**src/rtl/pmem_arbiter_n_pkg.sv**
```systemverilog
// Shared types for the N-port line-granular memory arbiter.
package pmem_arbiter_n_pkg;

    localparam int unsigned ARB_MAX_PORTS   = 8;
    localparam int unsigned PMEM_LINE_WIDTH = 128;
    localparam int unsigned PMEM_ADDR_WIDTH = 16;

    typedef logic [PMEM_LINE_WIDTH-1:0] lc3b_pmem_line;
    typedef logic [PMEM_ADDR_WIDTH-1:0] lc3b_pmem_addr;

    typedef enum logic [1:0] {
        ARB_IDLE,
        ARB_BUSY,
        ARB_DONE
    } arb_state_t;

    // Grant index width; a single port still gets a 1-bit index.
    function automatic int unsigned grant_width(input int unsigned n);
        return (n > 1) ? $clog2(n) : 1;
    endfunction

endpackage

```
**src/rtl/pmem_arbiter_n_rr_pick.sv**
```systemverilog
// Combinational winner selection: rotating search from rr_ptr (mode=1) or from index 0 (mode=0).
module pmem_arbiter_n_rr_pick #(
    parameter int unsigned NUM_PORTS = 2,
    parameter int unsigned GW        = 1
) (
    input  logic [NUM_PORTS-1:0] req,
    input  logic [GW-1:0]        rr_ptr,
    input  logic                 mode,
    output logic [GW-1:0]        grant,
    output logic                 grant_valid
);

    always_comb begin
        logic [31:0] base;
        logic [31:0] idx;
        grant       = '0;
        grant_valid = 1'b0;
        base        = mode ? 32'(rr_ptr) : 32'd0;
        idx         = 32'd0;
        for (int unsigned k = 0; k < NUM_PORTS; k++) begin
            idx = (base + 32'(k)) % 32'(NUM_PORTS);
            if (!grant_valid && |(req & (NUM_PORTS'(1) << idx))) begin
                grant       = GW'(idx);
                grant_valid = 1'b1;
            end
        end
    end

endmodule

```
**src/rtl/pmem_arbiter_n.sv**
```systemverilog
// Serialises whole-line read/write transactions from N L1 ports onto one memory port,
// one transaction in flight, with fixed-priority or round-robin grant.
module pmem_arbiter_n
    import pmem_arbiter_n_pkg::*;
#(
    parameter int unsigned NUM_PORTS  = 2,
    parameter int unsigned LINE_WIDTH = $bits(lc3b_pmem_line),
    parameter int unsigned ADDR_WIDTH = $bits(lc3b_pmem_addr),
    parameter bit          RR_MODE    = 1'b1
) (
    input  logic                                 clk,
    input  logic                                 rst_n,
    input  logic [NUM_PORTS-1:0]                 port_read,
    input  logic [NUM_PORTS-1:0]                 port_write,
    input  logic [NUM_PORTS-1:0][ADDR_WIDTH-1:0] port_address,
    input  logic [NUM_PORTS-1:0][LINE_WIDTH-1:0] port_wdata,
    output logic [NUM_PORTS-1:0]                 port_resp,
    output logic [LINE_WIDTH-1:0]                port_rdata,
    output logic                                 mem_read,
    output logic                                 mem_write,
    output logic [ADDR_WIDTH-1:0]                mem_address,
    output logic [LINE_WIDTH-1:0]                mem_wdata,
    input  logic                                 mem_resp,
    input  logic [LINE_WIDTH-1:0]                mem_rdata,
    output logic                                 busy
);

    localparam int unsigned GW = grant_width(NUM_PORTS);

    arb_state_t           state;
    arb_state_t           state_d;
    logic [NUM_PORTS-1:0] req;
    logic [GW-1:0]        rr_ptr;
    logic [GW-1:0]        rr_next;
    logic [GW-1:0]        gnt_q;
    logic [GW-1:0]        pick_idx;
    logic                 pick_valid;
    logic                 grant_en;
    logic                 finish;

    assign req     = port_read | port_write;
    assign rr_next = (32'(pick_idx) == 32'(NUM_PORTS - 1)) ? '0 : pick_idx + GW'(1);

    pmem_arbiter_n_rr_pick #(
        .NUM_PORTS (NUM_PORTS),
        .GW        (GW)
    ) u_rr_pick (
        .req         (req),
        .rr_ptr      (rr_ptr),
        .mode        (RR_MODE),
        .grant       (pick_idx),
        .grant_valid (pick_valid)
    );

    always_ff @(posedge clk or negedge rst_n) begin
        if (!rst_n) begin
            state <= ARB_IDLE;
        end else begin
            state <= state_d;
        end
    end

    always_comb begin
        state_d  = state;
        grant_en = 1'b0;
        finish   = 1'b0;
        case (state)
            ARB_IDLE: begin
                if (pick_valid) begin
                    state_d  = ARB_BUSY;
                    grant_en = 1'b1;
                end
            end
            ARB_BUSY: begin
                if (mem_resp) begin
                    state_d = ARB_DONE;
                    finish  = 1'b1;
                end
            end
            ARB_DONE: state_d = ARB_IDLE;
            default:  state_d = ARB_IDLE;
        endcase
    end

    // Request latch and registered outputs; a write wins when a port raises both.
    always_ff @(posedge clk or negedge rst_n) begin
        if (!rst_n) begin
            rr_ptr      <= '0;
            gnt_q       <= '0;
            mem_read    <= 1'b0;
            mem_write   <= 1'b0;
            mem_address <= '0;
            mem_wdata   <= '0;
            port_rdata  <= '0;
            port_resp   <= '0;
            busy        <= 1'b0;
        end else begin
            if (grant_en) begin
                gnt_q       <= pick_idx;
                mem_write   <= port_write[pick_idx];
                mem_read    <= !port_write[pick_idx];
                mem_address <= port_address[pick_idx];
                mem_wdata   <= port_wdata[pick_idx];
                if (RR_MODE) begin
                    rr_ptr <= rr_next;
                end
            end
            if (finish) begin
                mem_read  <= 1'b0;
                mem_write <= 1'b0;
                if (mem_read) begin
                    port_rdata <= mem_rdata;
                end
            end
            port_resp <= finish ? (NUM_PORTS'(1) << gnt_q) : '0;
            busy      <= (state_d != ARB_IDLE);
        end
    end

    a_rd_wr_exclusive: assert property (@(posedge clk) disable iff (!rst_n)
        !(|(port_read & port_write)));

endmodule

```
**config.mk**
```make
export PLATFORM = sky130hd
export DESIGN_NAME = pmem_arbiter_n
export DESIGN_NICKNAME = d
export VERILOG_FILES = /design/src/rtl/pmem_arbiter_n_pkg.sv /design/src/rtl/pmem_arbiter_n_rr_pick.sv /design/src/rtl/pmem_arbiter_n.sv
export SDC_FILE = /design/constraint.sdc
export NUM_CORES = 1
export LEC_CHECK = 0
export BUFFER_PORTS_ARGS = -buffer_cell sky130_fd_sc_hd__clkbuf_2
export CAP_MARGIN = 10
export CORE_AREA = 2 2 271 273
export CTS_BUF_LIST = sky130_fd_sc_hd__clkbuf_8
export DETAILED_ROUTE_END_ITERATION = 8
export DIE_AREA = 0 0 273 275
export HOLD_SLACK_MARGIN = 0.03
export SLEW_MARGIN = 10
export SYNTH_ARGS = -nofsm -noshare
export SYNTH_HDL_FRONTEND = slang
export SYNTH_SLANG_ARGS = --single-unit
```
**constraint.sdc**
```tcl
create_clock -name clk -period 1.8 [get_ports clk]
set_input_delay 0.18 -clock clk [delete_from_list [all_inputs] [get_ports clk]]
set_output_delay 0.18 -clock clk [all_outputs]
set_load 0.005 [all_outputs]
```
==> metrics <==
Fin. Hold Viols=0; Max VDD drop=just under 900 uV; flops & latches, synth=281; Gate Count Post-Synth=1138; final period utilization=95.83%; vias in the first global route=around 14000; vias=~14000; core region area=72340 um^2; io pins=700; RR Startpoint=rr_ptr$_DFFE_PN0P_; critical path class=reg -> reg; Synth area leader=dfrtp_1; Total Wirelength=58340 um; R2R depth=4; port buffer count=approximately 700; Clock Tree Buf Depth=3; # H-tree levels=2; routed vias/inst=4.365; width of the die=273 um; CP Data Required Time=2.31 ns; CTS tree=yes; drt initial violations=approximately 700; die area=roughly 75000 um^2; crit end category=flip-flop; Post-synth EDFFs=0; Seq/Total Area, Yosys=55.01%; WP data arrival=around 2.2 ns; starting density of the core=between 15 and 20%; HP Class=in -> async; largest net degree at the start of global routing=117; worst hold slack=~0.18 ns; setup bufs post-CTS=0; post-synth net total=between 1500 and 2000; root buf cell=clkbuf_8; Post-Route Skew=about 0.02 ns; ys flop type=dfrtp_1; Inserted Clock Buffers=51; RR Endpoint=mem_write$_DFFE_PN0P_; Netlist Area Pre-Place=between 10000 and 15000 um^2; Max Cap Violations=0; Slew HR=between 60% and 70%; post-detail-place hpwl=about 39000 um; Final Max Slew Viols=0; top cells by area, synth=dfrtp_1 55%, mux2_2 11%, nand3b_1 8.6%, a31oi_1 7.0%, a21oi_1 5.8%; first-pass GRT wire length=84590 um; Post-layout nets=2683; Async S/R FF share, synth=100.0%; number of fillers in the final layout=7201; minimum clock period=between 1.5 and 2 ns; post-synthesis cell type count=26; sum of negative setup slack=0 ns; clock slew at reported path FFs=0.07 ns; Area Growth Syn to Fin=80.33%; Worst-Skew Late Latency=0.63 ns; initial antenna violation count=1; GRT Residual Overflow=0; fmax=0.5797 GHz; Final GP Congestion=around 0.79; DRC Markers=0; Ys Warns=0; Power, Total=0.03265 W; final setup vio count=0; Post-Route Utilization=between 30% and 40%; syn avg cell area=11.23 um^2; Site Rows=99; clock sink total=281; reg2reg setup slack=0.08 ns; Yosys top cell area share=55.01%; share of cells above drive strength 1=roughly 43%; RSZ-0062 raised after global routing=no; outcome=complete, no violations; WL per Instance=between 15 and 20 um; Leakage Power=10.54 nW; launching element type of the critical path=flip-flop; Slew @ Worst Pin=around 0.49 ns; drt pass-1 iters=5; design area=23050 um^2; DRT antenna net count=0; Die Ht=275 um; Power per Cell Area=~1400 nW/um^2; instance area at placement=17680 um^2; critical path peak fanout=5; Total GRT Usage=14.41%
## cells in the mapped netlist, types with 2 or more instances
cell      number
nand2b_1       2
buf_4          8
nand3b_1     146
buf_2         20
a31oi_1      144
nand2_1        3
a21oi_1      147
clkbuf_1      72
buf_6         24
o21ai_0      145
mux2_2       129
dfrtp_1      281
nor2_1         4
## stage by stage
stage,cells,worst slack [ns]
2_1_floorplan,1138,0.3264
3_3_place_gp,2743,0.1338
3_5_place_dp,2743,0.1211
4_1_cts,3259,0.08849
5_1_grt,3260,0.01493
6_report,3261,0.07502
## cell families after synthesis
group,after synthesis,synth area share [%]
compound gates,442,18.89
buf+inv,126,5.540
flops,281,55.01
mux,129,11.36
simple gates,160,9.200
## layer usage
layer	vias up	part of all wire, %	GRT usage (%)	wire [um]
li1	6478	-	-	-
met1	6815	38	16.31	22150
met2	799	48	24.29	27860
met3	142	10	5.377	6084
met4	0	3.8	6.255	2243
met5	-	0	0	0
## worst max-delay path: stages, from the launching register on
cell and delay, ns:
dfrtp_2 0.43, nand2b_1 0.15, a21o_1 0.17, dlygate4sd3_1 0.59, a31o_2 0.26
## flip-flops by register name, summed over array words and instances (netlist names)
register / count
busy: 1
mem_address: 16
mem_wdata: 128
port_resp: 2
mem_write: 1
port_rdata: 128
rr_ptr: 1
mem_read: 1
gnt_q: 1
state: 2
## power breakdown
part           total [W]  internal [W]  switching (W)
Clock            0.00666       0.00373        0.00293
Combinational     0.0145       0.00695        0.00755
Sequential        0.0115       0.00959        0.00190
Total             0.0327        0.0203         0.0124
## cells in the final DEF, fill, tap and decap left out, drive strengths merged, types with 3 or more instances in the layout
master	count
o21ai	145
inv	18
a31oi	144
a21oi	147
mux2	129
dfrtp	281
nand2	3
nor2	5
bufinv	3
dlygate4sd3	422
nand3b	146
clkbuf	764
buf	74
clkinv	7
## repair_timing
action	in CTS	in global routing
hold endpoints to repair	558	0
setup endpoints to repair	0	1
hold buffers	423	0
resized for setup	0	2
## worst max-delay path by stage
stage                             startpoint                          to  slack, ns  cells past startpoint
after floorplan           state[0]$_DFF_PN0_  port_rdata[64]$_DFFE_PN0P_       0.33                      6
after global placement    state[1]$_DFF_PN0_   port_rdata[4]$_DFFE_PN0P_       0.13                      5
after detailed placement  state[1]$_DFF_PN0_  port_rdata[46]$_DFFE_PN0P_       0.12                      5
after CTS                 rr_ptr$_DFFE_PN0P_       mem_write$_DFFE_PN0P_       0.09                      4
after global routing      rr_ptr$_DFFE_PN0P_       mem_write$_DFFE_PN0P_       0.01                      4
final                     rr_ptr$_DFFE_PN0P_       mem_write$_DFFE_PN0P_       0.08                      4
## cell type report
| class | count | area (um^2) | area share (%) |
|---|---|---|---|
| inverter | 1 | 3.754 | 0.01628 |
| timing repair buffer | 1194 | 8606 | 37.33 |
| multi-input combinational | 731 | 5090 | 22.08 |
| sequential | 281 | 7033 | 30.51 |
| tap | 959 | 1200 | 5.205 |
| clock buffer | 66 | 908.4 | 3.941 |
| antenna | 2 | 5.005 | 0.02171 |
| clock inverter | 27 | 206.4 | 0.8956 |
(Power assumes the default switching activity.)
